File: src/rtl/mem_stage_pkg.sv
// Shared LC-3b type definitions used by the MEM stage and its helpers.
package lc3b_types;

  typedef logic [15:0] lc3b_word;
  typedef logic [2:0]  lc3b_reg;
  typedef logic [1:0]  lc3b_mem_wmask;

  typedef enum logic [3:0] {
    op_br   = 4'b0000,
    op_add  = 4'b0001,
    op_ldb  = 4'b0010,
    op_stb  = 4'b0011,
    op_jsr  = 4'b0100,
    op_and  = 4'b0101,
    op_ldw  = 4'b0110,
    op_stw  = 4'b0111,
    op_rti  = 4'b1000,
    op_not  = 4'b1001,
    op_ldi  = 4'b1010,
    op_sti  = 4'b1011,
    op_jmp  = 4'b1100,
    op_shf  = 4'b1101,
    op_lea  = 4'b1110,
    op_trap = 4'b1111
  } lc3b_opcode;

  typedef enum logic {
    PH_DIRECT   = 1'b0,
    PH_INDIRECT = 1'b1
  } mem_phase_t;

endpackage

File: src/rtl/mem_stage_byte_align.sv
// Byte-lane helper: write mask / replicated store data and zero-extended load byte.
module mem_byte_align
  import lc3b_types::*;
(
  input  logic          byte_store,
  input  logic          addr_lsb,
  input  lc3b_word      store_data,
  input  lc3b_word      rdata,
  output lc3b_mem_wmask wmask,
  output lc3b_word      wdata,
  output lc3b_word      load_byte
);

  always_comb begin
    wmask = 2'b11;
    wdata = store_data;
    if (byte_store) begin
      wmask = addr_lsb ? 2'b10 : 2'b01;
      wdata = {store_data[7:0], store_data[7:0]};
    end
    load_byte = addr_lsb ? {8'h00, rdata[15:8]} : {8'h00, rdata[7:0]};
  end

endmodule

File: src/rtl/mem_stage.sv
// LC-3b MEM stage: D-cache handshake, two-phase LDI/STI sequencer, MEM/WB register.
module mem_stage
  import lc3b_types::*;
(
  input  logic          clk,
  input  logic          reset,
  input  logic          valid_mem,
  input  logic [3:0]    opcode_mem,
  input  lc3b_word      pc_mem,
  input  lc3b_word      alu_out_mem,
  input  lc3b_word      sr2_mem,
  input  lc3b_reg       dest_mem,
  input  logic          ld_reg_mem,
  output lc3b_word      D_mem_address,
  output logic          D_mem_read,
  output logic          D_mem_write,
  output lc3b_mem_wmask mem_byte_enable,
  output lc3b_word      D_mem_wdata,
  input  logic          D_mem_resp,
  input  lc3b_word      D_mem_rdata,
  output logic          stall_mem,
  output logic          valid_wb,
  output logic [3:0]    opcode_wb,
  output lc3b_word      pc_wb,
  output lc3b_word      alu_out_wb,
  output lc3b_word      mem_data_wb,
  output lc3b_reg       dest_wb,
  output logic          ld_reg_wb
);

  mem_phase_t phase_q, phase_d;
  lc3b_word   ind_addr_q, ind_addr_d;

  logic       valid_wb_q, valid_wb_d;
  logic [3:0] opcode_wb_q, opcode_wb_d;
  lc3b_word   pc_wb_q, pc_wb_d;
  lc3b_word   alu_out_wb_q, alu_out_wb_d;
  lc3b_word   mem_data_wb_q, mem_data_wb_d;
  lc3b_reg    dest_wb_q, dest_wb_d;
  logic       ld_reg_wb_q, ld_reg_wb_d;

  logic     is_memop, is_mem, is_ind, is_byte, is_ldb, is_stb, is_word_load;
  logic     is_store_final, use_ind, final_ph;
  lc3b_word addr_raw, load_byte, load_result;

  always_comb begin
    is_memop     = 1'b0;
    is_ind       = 1'b0;
    is_ldb       = 1'b0;
    is_stb       = 1'b0;
    is_word_load = 1'b0;
    case (opcode_mem)
      op_ldb: begin is_memop = 1'b1; is_ldb = 1'b1; end
      op_stb: begin is_memop = 1'b1; is_stb = 1'b1; end
      op_ldw: begin is_memop = 1'b1; is_word_load = 1'b1; end
      op_stw: is_memop = 1'b1;
      op_ldi: begin is_memop = 1'b1; is_ind = 1'b1; is_word_load = 1'b1; end
      op_sti: begin is_memop = 1'b1; is_ind = 1'b1; end
      default: ;
    endcase
    // Gating with reset makes the request drop combinationally during reset.
    is_mem   = reset & valid_mem & is_memop;
    is_byte  = is_ldb | is_stb;
    use_ind  = is_ind & (phase_q == PH_INDIRECT);
    final_ph = ~is_ind | use_ind;
    addr_raw = use_ind ? ind_addr_q : alu_out_mem;
    is_store_final = (opcode_mem == op_stw) | is_stb | ((opcode_mem == op_sti) & use_ind);
  end

  mem_byte_align u_align (
    .byte_store (is_stb),
    .addr_lsb   (addr_raw[0]),
    .store_data (sr2_mem),
    .rdata      (D_mem_rdata),
    .wmask      (mem_byte_enable),
    .wdata      (D_mem_wdata),
    .load_byte  (load_byte)
  );

  assign D_mem_address = is_byte ? addr_raw : {addr_raw[15:1], 1'b0};
  assign D_mem_write   = is_mem & is_store_final;
  assign D_mem_read    = is_mem & ~is_store_final;
  assign stall_mem     = is_mem & ~(D_mem_resp & final_ph);

  always_comb begin
    phase_d    = phase_q;
    ind_addr_d = ind_addr_q;
    if (is_mem && is_ind) begin
      if (D_mem_resp) begin
        if (phase_q == PH_DIRECT) begin
          phase_d    = PH_INDIRECT;
          ind_addr_d = D_mem_rdata;
        end else begin
          phase_d = PH_DIRECT;
        end
      end
    end else begin
      phase_d = PH_DIRECT;
    end
  end

  always_comb begin
    load_result = '0;
    if (is_mem && is_ldb)
      load_result = load_byte;
    else if (is_mem && is_word_load)
      load_result = D_mem_rdata;

    valid_wb_d    = 1'b0;
    opcode_wb_d   = opcode_wb_q;
    pc_wb_d       = pc_wb_q;
    alu_out_wb_d  = alu_out_wb_q;
    mem_data_wb_d = mem_data_wb_q;
    dest_wb_d     = dest_wb_q;
    ld_reg_wb_d   = ld_reg_wb_q;
    if (!stall_mem) begin
      valid_wb_d    = valid_mem;
      opcode_wb_d   = opcode_mem;
      pc_wb_d       = pc_mem;
      alu_out_wb_d  = alu_out_mem;
      mem_data_wb_d = load_result;
      dest_wb_d     = dest_mem;
      ld_reg_wb_d   = ld_reg_mem;
    end
  end

  always_ff @(posedge clk or negedge reset) begin
    if (!reset) begin
      phase_q       <= PH_DIRECT;
      ind_addr_q    <= '0;
      valid_wb_q    <= 1'b0;
      opcode_wb_q   <= '0;
      pc_wb_q       <= '0;
      alu_out_wb_q  <= '0;
      mem_data_wb_q <= '0;
      dest_wb_q     <= '0;
      ld_reg_wb_q   <= 1'b0;
    end else begin
      phase_q       <= phase_d;
      ind_addr_q    <= ind_addr_d;
      valid_wb_q    <= valid_wb_d;
      opcode_wb_q   <= opcode_wb_d;
      pc_wb_q       <= pc_wb_d;
      alu_out_wb_q  <= alu_out_wb_d;
      mem_data_wb_q <= mem_data_wb_d;
      dest_wb_q     <= dest_wb_d;
      ld_reg_wb_q   <= ld_reg_wb_d;
    end
  end

  assign valid_wb    = valid_wb_q;
  assign opcode_wb   = opcode_wb_q;
  assign pc_wb       = pc_wb_q;
  assign alu_out_wb  = alu_out_wb_q;
  assign mem_data_wb = mem_data_wb_q;
  assign dest_wb     = dest_wb_q;
  assign ld_reg_wb   = ld_reg_wb_q;

endmodule

File: config.mk
export PLATFORM = sky130hd
export DESIGN_NAME = mem_stage
export DESIGN_NICKNAME = d
export VERILOG_FILES = /design/src/rtl/mem_stage_pkg.sv /design/src/rtl/mem_stage_byte_align.sv /design/src/rtl/mem_stage.sv
export SDC_FILE = /design/constraint.sdc
export NUM_CORES = 1
export LEC_CHECK = 0
export BUFFER_PORTS_ARGS = -buffer_cell sky130_fd_sc_hd__buf_4
export CAP_MARGIN = 10
export CORE_MARGIN = 2
export CORE_UTILIZATION = 50
export DETAILED_ROUTE_END_ITERATION = 10
export GPL_TIMING_DRIVEN = 1
export HOLD_SLACK_MARGIN = 0.05
export PLACE_DENSITY = 0.94
export RECOVER_POWER = 50
export SKIP_CTS_REPAIR_TIMING = 1
export SYNTH_ARGS = -nofsm -noshare
export SYNTH_HDL_FRONTEND = slang
export SYNTH_SLANG_ARGS = --single-unit
File: constraint.sdc
create_clock -name clk -period 3.2 [get_ports clk]
set_input_delay 0.8 -clock clk [delete_from_list [all_inputs] [get_ports clk]]
set_output_delay 0.8 -clock clk [all_outputs]
set_load 0.02 [all_outputs]
==> impl_metrics.yaml, run 1 <==
cells_and_area:
  fillCellCount: 535
  synthToLayoutAreaGrowth_pct: 37.4
  stdcell_count: 573
  stdcell_area_um2: 4730
  antenna_cells: 0
  final_util_pct: 70.3
  final_layout_size_suffix_gt1_share_pct: 36.9
  multiInputGateArea_um2: 1410
  ff_latch_area_um2: 1850
  final_nets: 564
power:
  switching_share_pct: 28.0
  peakVddDrop_mv: 0.270
  p_total_mw: 2.29
  p_comb_share_pct: 17.9
  intPower_mw: 1.65
  p_sw_mw: 0.641
  clkPwrFrac_pct: 35.7
  power.density_nw_per_um2: 484
  pwr-share-seq_pct: 46.4
  leakage_nw: 2.43
sta:
  whs_ns: 0.339
  layout_setup_ws_ns: 0.300
  tns_ns: 0
  finClkSkew_ns: 0.0177
  min_period_ns: 2.90
  fin_crit_sh_pct: 90.6
  hold_violations: 0
  rsz0062_at_grt: "no"
  drv_slew: 73
  setup_violations: 0
  slew_headroom_pct: -16.0
  worstMarginPinSlew_ns: 1.74
  clock.fmax_mhz: 345
job:
  maxCapViolations: 1
global_routing:
  grt_pass1_wl_um: 15100
  overflow: 0
  grt_max_degree: 73
  grt_pass1_vias: 3165
  antenna_found_initial: 0
  grtUsageTotal_pct: 26.2
routing:
  drtIter0Drc: 188
  via_count: 3093
  viasPerCell: 5.40
  ant_nets: 0
  drc: 0
  totalWireLength_um: 9820
  drt-wirelength-per-cell_um: 17.1
  first_pass_iters: 4
clocking:
  clock_latency_ns: 0.34
  path_clk_slew_ns: 0.08
  cts.sinks: 74
  numCtsBuffers: 9
  htreeDepth: 3
  cts_root_buffer: "clkbuf_8"
  clockBufferDepth: 2
  cts_tree: "yes"
floorplan:
  die_area_um2: 7560
  rows: 30
  core_um2: 6720
  die_y_um: 86.9
  boundaryPins: 170
  start_util_pct: 51.2
  fp.dieW_um: 86.9
synth:
  synthAdderAreaFrac_pct: 0
  synthDistinctLibCells: 34
  yosys.area_share.simple_pct: 17.3
  postSynthAreaPerCell_um2: 10.5
  synth.area.mux_share_pct: 15.1
  synth_compound_area_share_pct: 8.58
  synth-seq-cells: 74
  synth-warning-count: 0
  synth.net_count: 405
  ys_seq_area_share_pct: 53.8
  netlist_area_um2: 3440
  synth_xor_area_share_pct: 0
  synth_top_family_by_area: "simple AND/OR/NAND/NOR gates"
  synth_cells: 329
setup_path:
  worstPathRequired_ns: 2.40
  r2r_end: "ind_addr_q[15]$_DFFE_PN0P_"
  critical_path_class: "input port to output port"
  rrSetupSlack_ns: 1.24
  crit_arrival_ns: 2.10
  cp-start-kind: "input port"
  r2r_cells: 3
  critical_path_peak_fanout: 13
  end_kind: "output port"
  rr_startpoint: "phase_q$_DFFE_PN0P_"
placed_design:
  gp_congestion: 0.802
  port_buffers: 169
  dp_hpwl_um: 7150
  place_ws_ns: 0.283
  place_area_um2: 4680
  dp.cells: 557
outcome:
  violations: "capacitance limit, slew limit"
  status: "finished, violations left"
min_path:
  hp-class: "input port to asynchronous set/reset pin"
==> cell usage in the layout (no fill, tap or decap), types with 2 or more instances in the layout <==
| master | instances |
|---|---|
| o21ai_1 | 9 |
| a221oi_1 | 8 |
| clkinv_4 | 2 |
| nand2b_1 | 3 |
| clkbuf_1 | 48 |
| mux2_2 | 23 |
| a22o_1 | 8 |
| mux2_4 | 10 |
| o21ai_0 | 2 |
| clkbuf_8 | 9 |
| a31oi_1 | 7 |
| dfrtp_1 | 74 |
| buf_4 | 126 |
| and3_1 | 2 |
| inv_6 | 2 |
| nor2_1 | 10 |
| bufinv_16 | 2 |
| mux2_1 | 7 |
| nand2_1 | 122 |
==> power groups by stage <==
stage / logic, mW / registers [mW] / clock network (mW)
floorplan: 0.169 / 1.12 / 0
global placement: 0.428 / 1.07 / 0
detailed placement: 0.442 / 1.08 / 0
CTS: 0.443 / 1.06 / 0.831
global route: 0.440 / 1.07 / 0.881
finish: 0.409 / 1.06 / 0.817
==> cells in the mapped netlist <==
| cell | n | share of area, % |
|---|---|---|
| buf_1 | 2 | 0.22 |
| buf_4 | 9 | 2.0 |
| mux2_4 | 10 | 4.4 |
| nand2_1 | 122 | 13 |
| mux2_2 | 23 | 7.5 |
| o21ai_1 | 9 | 1.3 |
| nand3b_1 | 1 | 0.22 |
| o21ai_0 | 2 | 0.29 |
| nor2_1 | 10 | 1.1 |
| a211oi_2 | 1 | 0.36 |
| o31ai_1 | 1 | 0.22 |
| inv_1 | 1 | 0.11 |
| nand2b_1 | 3 | 0.55 |
| a22oi_1 | 1 | 0.22 |
| a22o_1 | 8 | 2.0 |
| mux2i_4 | 1 | 0.65 |
| and2_1 | 1 | 0.18 |
| inv_2 | 1 | 0.11 |
| nand4_1 | 1 | 0.18 |
| clkbuf_1 | 3 | 0.33 |
| a31oi_1 | 7 | 1.3 |
| buf_2 | 10 | 1.5 |
| a221o_1 | 2 | 0.58 |
| buf_6 | 3 | 0.98 |
| dfrtp_1 | 74 | 54 |
| nor4_4 | 1 | 0.62 |
| mux2i_1 | 1 | 0.29 |
| o22a_1 | 1 | 0.25 |
| nand3_1 | 1 | 0.15 |
| mux2_1 | 7 | 2.3 |
| or3_1 | 1 | 0.18 |
| a221oi_1 | 8 | 2.0 |
| and3_1 | 2 | 0.36 |
| nand4b_2 | 1 | 0.44 |
==> cell type report <==
type | instances | share of cell area [%]
clock buffer | 9 | 2.62
clock inverter | 7 | 2.12
inverter | 2 | 0.159
multi-input combinational | 226 | 29.9
sequential | 74 | 39.2
tap | 80 | 2.12
timing repair buffer | 175 | 23.9
==> critical path, cell delays in order <==
cell	delay, ns
buf_4	0.15
nor2_1	0.13
and3_1	0.46
mux2_2	0.40
buf_4	0.16
==> how the worst max path moves through the flow <==
stage | from | to | slack (ns)
6_report | opcode_mem[2] | D_mem_wdata[13] | 0.30
5_1_grt | opcode_mem[2] | D_mem_wdata[13] | 0.25
4_1_cts | opcode_mem[2] | D_mem_wdata[13] | 0.28
3_5_place_dp | opcode_mem[2] | D_mem_wdata[13] | 0.28
3_3_place_gp | opcode_mem[2] | D_mem_wdata[11] | 0.39
2_1_floorplan | opcode_mem[2] | D_mem_wdata[10] | 0.61
==> sequential cells by signal, indices dropped and copies added (netlist names) <==
name	flops
mem_data_wb	16
ld_reg_wb	1
phase_q	1
dest_wb	3
ind_addr_q	16
opcode_wb	4
valid_wb	1
alu_out_wb	16
pc_wb	16
==> routing by layer <==
layer | wire length [µm] | track usage [%]
met3 | 755 | 5.69
met5 | 0 | 0
met1 | 3850 | 31.6
met2 | 4950 | 44.0
met4 | 258 | 13.2
==> logic make-up (layout without fill, tap and decap cells) <==
| family | Yosys count | in the layout |
|---|---|---|
| AND/OR/NAND/NOR | 144 | 144 |
| flip-flops | 74 | 74 |
| multiplexers | 42 | 42 |
| AO/OA/AOI/OAI | 40 | 40 |
| buffers and inverters | 29 | 193 |
Power figures use the tool's default switching activity.
==> inputs of run 2 (changes only) <==
--- a/config.mk
+++ b/config.mk
@@ -5,6 +5,7 @@
 export SDC_FILE = /design/constraint.sdc
 export NUM_CORES = 1
 export LEC_CHECK = 0
+export ABC_AREA = 1
 export BUFFER_PORTS_ARGS = -buffer_cell sky130_fd_sc_hd__buf_4
 export CAP_MARGIN = 10
 export CORE_MARGIN = 2
==> impl_metrics.yaml, run 2 <==
sta:
  clock.fmax_mhz: 355
  slew_headroom_pct: -19.4
  rsz0062_at_grt: "no"
  min_period_ns: 2.81
  tns_ns: 0
  drv_slew: 75
  hold_violations: 0
  worstMarginPinSlew_ns: 1.79
  finClkSkew_ns: 0.00518
  setup_violations: 0
  fin_crit_sh_pct: 87.9
  whs_ns: 0.483
synth:
  postSynthAreaPerCell_um2: 7.74
  synth-warning-count: 0
  synth_cells: 456
  ys_seq_area_share_pct: 52.5
  synth_top_area_share_pct: 52.5
  synth.net_count: 532
  yosysTopAreaCell: "dfrtp_1"
  synth-seq-cells: 74
  synth.most_common_cell: "nand2_1"
  synthDistinctLibCells: 21
  synth_flop_cell: "dfrtp_1"
  synth_edf_count: 0
  synthArstFlopShare_pct: 100
  synth_top_cells_by_area: "dfrtp_1 52%, nand2_1 22%, o21ai_0 6.5%, inv_1 5.3%, buf_6 2.2%"
  yosys-top-cells-count: "206 x nand2_1, 74 x dfrtp_1, 50 x inv_1, 46 x o21ai_0, 14 x nor2_1"
  netlist_area_um2: 3530
routing:
  drt-wirelength-per-cell_um: 14.2
  drtIter0Drc: 212
  ant_nets: 0
  via_count: 3571
  viasPerCell: 4.97
  totalWireLength_um: 10200
  first_pass_iters: 7
  drc: 0
global_routing:
  grtUsageTotal_pct: 27.1
  overflow: 0
  grt_pass1_vias: 3537
  grt_max_degree: 75
  antenna_found_initial: 0
  grt_pass1_wl_um: 16100
setup_path:
  worstPathRequired_ns: 2.40
  end_kind: "output port"
  critical_path_class: "input port to output port"
  critical_path_peak_fanout: 21
  crit_arrival_ns: 2.01
  cp-start-kind: "input port"
cells_and_area:
  antenna_cells: 0
  stdcell_count: 718
  layout_commonest_cell: "nand2_1"
  final_cell_mix: "206 x nand2_1, 145 x buf_4, 74 x dfrtp_1, 50 x inv_1, 46 x o21ai_0"
  final_util_pct: 71.4
  final_layout_size_suffix_gt1_share_pct: 27.5
  synthToLayoutAreaGrowth_pct: 37.6
  final_nets: 693
power:
  peakVddDrop_mv: 0.251
  power.density_nw_per_um2: 441
  clkPwrFrac_pct: 32.3
  pwr-share-seq_pct: 49.2
  switching_share_pct: 28.5
  intPower_mw: 1.53
  p_sw_mw: 0.610
  leakage_nw: 2.66
  p_comb_share_pct: 18.5
placed_design:
  dp_hpwl_um: 7760
  dp.cells: 702
  gp_congestion: 0.886
  port_buffers: 169
floorplan:
  die_area_um2: 7740
  core_um2: 6790
  boundaryPins: 170
  die_y_um: 88.0
  rows: 30
  start_util_pct: 51.9
  fp.dieW_um: 88.0
job:
  maxCapViolations: 1
clocking:
  cts.sinks: 74
  clock_latency_ns: 0.34
  cts_tree: "yes"
  htreeDepth: 3
  path_clk_slew_ns: 0.07
  clockBufferDepth: 2
  cts_root_buffer: "clkbuf_8"
  numCtsBuffers: 9
min_path:
  hp-class: "flip-flop to flip-flop"
outcome:
  status: "finished, violations left"
  violations: "capacitance limit, slew limit"
==> run 2: worst max-delay path, cell delays in order <==
cell     delay, ns
buf_4         0.15
nand4_1       0.18
inv_1         0.08
buf_4         0.20
o21ai_0       0.27
inv_1         0.08
nor2_1        0.09
buf_4         0.15
==> run 2: routing by layer <==
metal | track usage [%] | routed length (µm) | vias to the layer above
met2 | 47.8 | 5190 | 165
met3 | 5.47 | 830 | 23
met1 | 32.0 | 3890 | 1671
met5 | 0 | 0 | -
li1 | - | - | 1712
met4 | 11.6 | 293 | 0
==> run 2: worst paths after layout <==
| kind | from | endpoint | slack (ns) | cells after the start |
|---|---|---|---|---|
| max | opcode_mem[3] | D_mem_read | 0.39 | 8 |
| min | pc_wb[14]$_DFFE_PN0N_ | pc_wb[14]$_DFFE_PN0N_ | 0.48 | 2 |
| max reg2reg | phase_q$_DFFE_PN0P_ | mem_data_wb[12]$_DFFE_PN0N_ | 1.15 | 7 |
| min reg2reg | pc_wb[14]$_DFFE_PN0N_ | pc_wb[14]$_DFFE_PN0N_ | 0.48 | 2 |
| max in group asynchronous | reset | alu_out_wb[15]$_DFFE_PN0N_ | 1.02 | 2 |
| min in group asynchronous | reset | pc_wb[1]$_DFFE_PN0N_ | 1.12 | 2 |
==> run 2: cell type report <==
type                       instances  area (µm²)
tap                               96         120
sequential                        74        1850
clock buffer                      10         128
fill                             548        1940
inverter                          52         195
clock inverter                     6        57.6
multi-input combinational        303        1290
timing repair buffer             177        1210
==> run 2: cells by family (layout without fill, tap and decap cells) <==
group / count (synthesis) / after routing / synth area share (%)
AOI/OAI and AO/OA: 61 / 61 / 9.04
buffers and inverters: 79 / 245 / 10.9
and+or+nand+nor: 242 / 242 / 27.6
DFF: 74 / 74 / 52.5
==> run 2: power groups by stage <==
stage,clock (mW),sequential (mW),combinational (mW)
after floorplan,0,1.11,0.154
after global placement,0,1.07,0.402
after detailed placement,0,1.07,0.417
after CTS,0.702,1.05,0.418
after global routing,0.750,1.06,0.433
final,0.692,1.05,0.396
==> run 2: stage by stage <==
stage	cell area (µm²)	power, mW	setup slack (ns)
3_5_place_dp	4790	1.49	0.405
6_report	4850	2.14	0.386
5_1_grt	4850	2.24	0.251
3_3_place_gp	4790	1.47	0.505
4_1_cts	4970	2.17	0.407
2_1_floorplan	3530	1.26	0.578
==> inputs of run 3 (changes only) <==
==> constraint.sdc (replaced) <==
create_clock -name clk -period 3.2 [get_ports clk]
set_input_delay 0.64 -clock clk [delete_from_list [all_inputs] [get_ports clk]]
set_output_delay 0.64 -clock clk [all_outputs]
set_load 0.02 [all_outputs]
==> impl_metrics.yaml, run 3 (synthesized netlist as in run 2, its figures left out) <==
outcome:
  status: "finished, violations left"
  violations: "capacitance limit, slew limit"
power:
  peakVddDrop_mv: 0.189
  power.density_nw_per_um2: 465
  leakage_nw: 2.66
  p_total_mw: 2.26
clocking:
  cts_root_buffer: "clkbuf_8"
  clock_latency_ns: 0.35
  htreeDepth: 3
  numCtsBuffers: 9
  clockBufferDepth: 2
  cts.sinks: 74
  cts_tree: "yes"
  path_clk_slew_ns: 0.08
sta:
  layout_setup_ws_ns: 0.486
  clock.fmax_mhz: 368
  rsz0062_at_grt: "no"
  slew_headroom_pct: -19.0
  worstMarginPinSlew_ns: 1.79
  drv_slew: 75
  hold_violations: 0
  min_period_ns: 2.71
  tns_ns: 0
  finClkSkew_ns: 0.00800
  setup_violations: 0
  whs_ns: 0.473
  fin_crit_sh_pct: 84.8
floorplan:
  start_util_pct: 51.9
  die_y_um: 88.0
  rows: 30
  boundaryPins: 170
  die_area_um2: 7740
  fp.dieW_um: 88.0
  core_um2: 6790
setup_path:
  slowest_delay_ns: 0.48
  critical_path_class: "input port to output port"
  worstPathRequired_ns: 2.56
  cp_slowest_cell: "a21oi_4"
  cp-start-kind: "input port"
  path_cells: "clkbuf_1, inv_1, nor2_1, nand3_2, a21oi_4, buf_4"
  crit_arrival_ns: 2.07
  end_kind: "output port"
  critical_path_peak_fanout: 21
  r2r_cells: 6
min_path:
  min_path_cells: 3
  hp-class: "input port to flip-flop"
cells_and_area:
  synthToLayoutAreaGrowth_pct: 37.8
  antenna_cells: 0
  final_cell_mix: "206 x nand2_1, 141 x buf_4, 74 x dfrtp_1, 51 x inv_1, 46 x o21ai_0"
  final_util_pct: 71.6
  final_layout_size_suffix_gt1_share_pct: 26.8
  layout_commonest_cell: "nand2_1"
  fillCellCount: 555
  final_nets: 690
placed_design:
  port_buffers: 169
  dp_hpwl_um: 7610
  place_ws_ns: 0.711
  gp_congestion: 0.924
global_routing:
  grt_use_met1_pct: 32.1
  antenna_found_initial: 0
  overflow: 0
  grt_pass1_vias: 3603
  use_met2_pct: 46.8
  grt_max_degree: 75
  grt_util_met3_pct: 6.22
  top_usage_layer: "met2"
  grt_pass1_wl_um: 16100
  grtUsageTotal_pct: 27.2
routing:
  drc: 0
  via_count: 3596
  drt-wirelength-per-cell_um: 14.3
  totalWireLength_um: 10200
  drtIter0Drc: 249
  viasPerCell: 5.03
  ant_nets: 0
  first_pass_iters: 5
job:
  maxCapViolations: 1
## run 3: cell type report
class / count / area [µm²] / area share [%]
tap: 96 / 120 / 2.47
inverter: 52 / 195 / 4.01
timing repair buffer: 174 / 1180 / 24.3
multi-input combinational: 303 / 1280 / 26.4
sequential: 74 / 1850 / 38.1
clock inverter: 6 / 90.1 / 1.85
clock buffer: 10 / 138 / 2.83
## run 3: critical path, delay by kind of cell
| kind | cells | cell delay [ns] |
|---|---|---|
| AOI/OAI and AO/OA | 1 | 0.48 |
| buffers and inverters | 3 | 0.53 |
| and+or+nand+nor | 2 | 0.42 |
## run 3: final timing paths
kind,start,endpoint,slack (ns)
worst min-delay path,pc_mem[6],pc_wb[6]$_DFFE_PN0N_,0.47
max in group asynchronous,reset,ind_addr_q[4]$_DFFE_PN0P_,1.22
worst max register to register,phase_q$_DFFE_PN0P_,mem_data_wb[14]$_DFFE_PN0N_,1.11
worst min register to register,dest_wb[1]$_DFFE_PN0N_,dest_wb[1]$_DFFE_PN0N_,0.48
worst max-delay path,opcode_mem[1],stall_mem,0.49
min in group asynchronous,reset,pc_wb[3]$_DFFE_PN0N_,0.92
## run 3: per-stage QoR
step | std cells | instance area (µm²)
6_report | 715 | 4860
5_1_grt | 715 | 4860
4_1_cts | 715 | 4990
3_5_place_dp | 699 | 4760
3_3_place_gp | 699 | 4760
2_1_floorplan | 456 | 3530
## run 3: per-layer routing
layer	part of all wire (%)	vias to the layer above	wire (µm)
met3	8.4	32	853
met5	0	-	0
met2	51	181	5210
met4	3.4	0	348
li1	-	1699	-
met1	37	1684	3790
## run 3: where the power goes
| part | leakage [nW] | total [mW] | internal [mW] | switching (mW) |
|---|---|---|---|---|
| combinational | 1.63 | 0.394 | 0.163 | 0.231 |
| clock | 0.112 | 0.813 | 0.461 | 0.352 |
| sequential | 0.924 | 1.05 | 1.01 | 0.0427 |
| total | 2.66 | 2.26 | 1.63 | 0.626 |
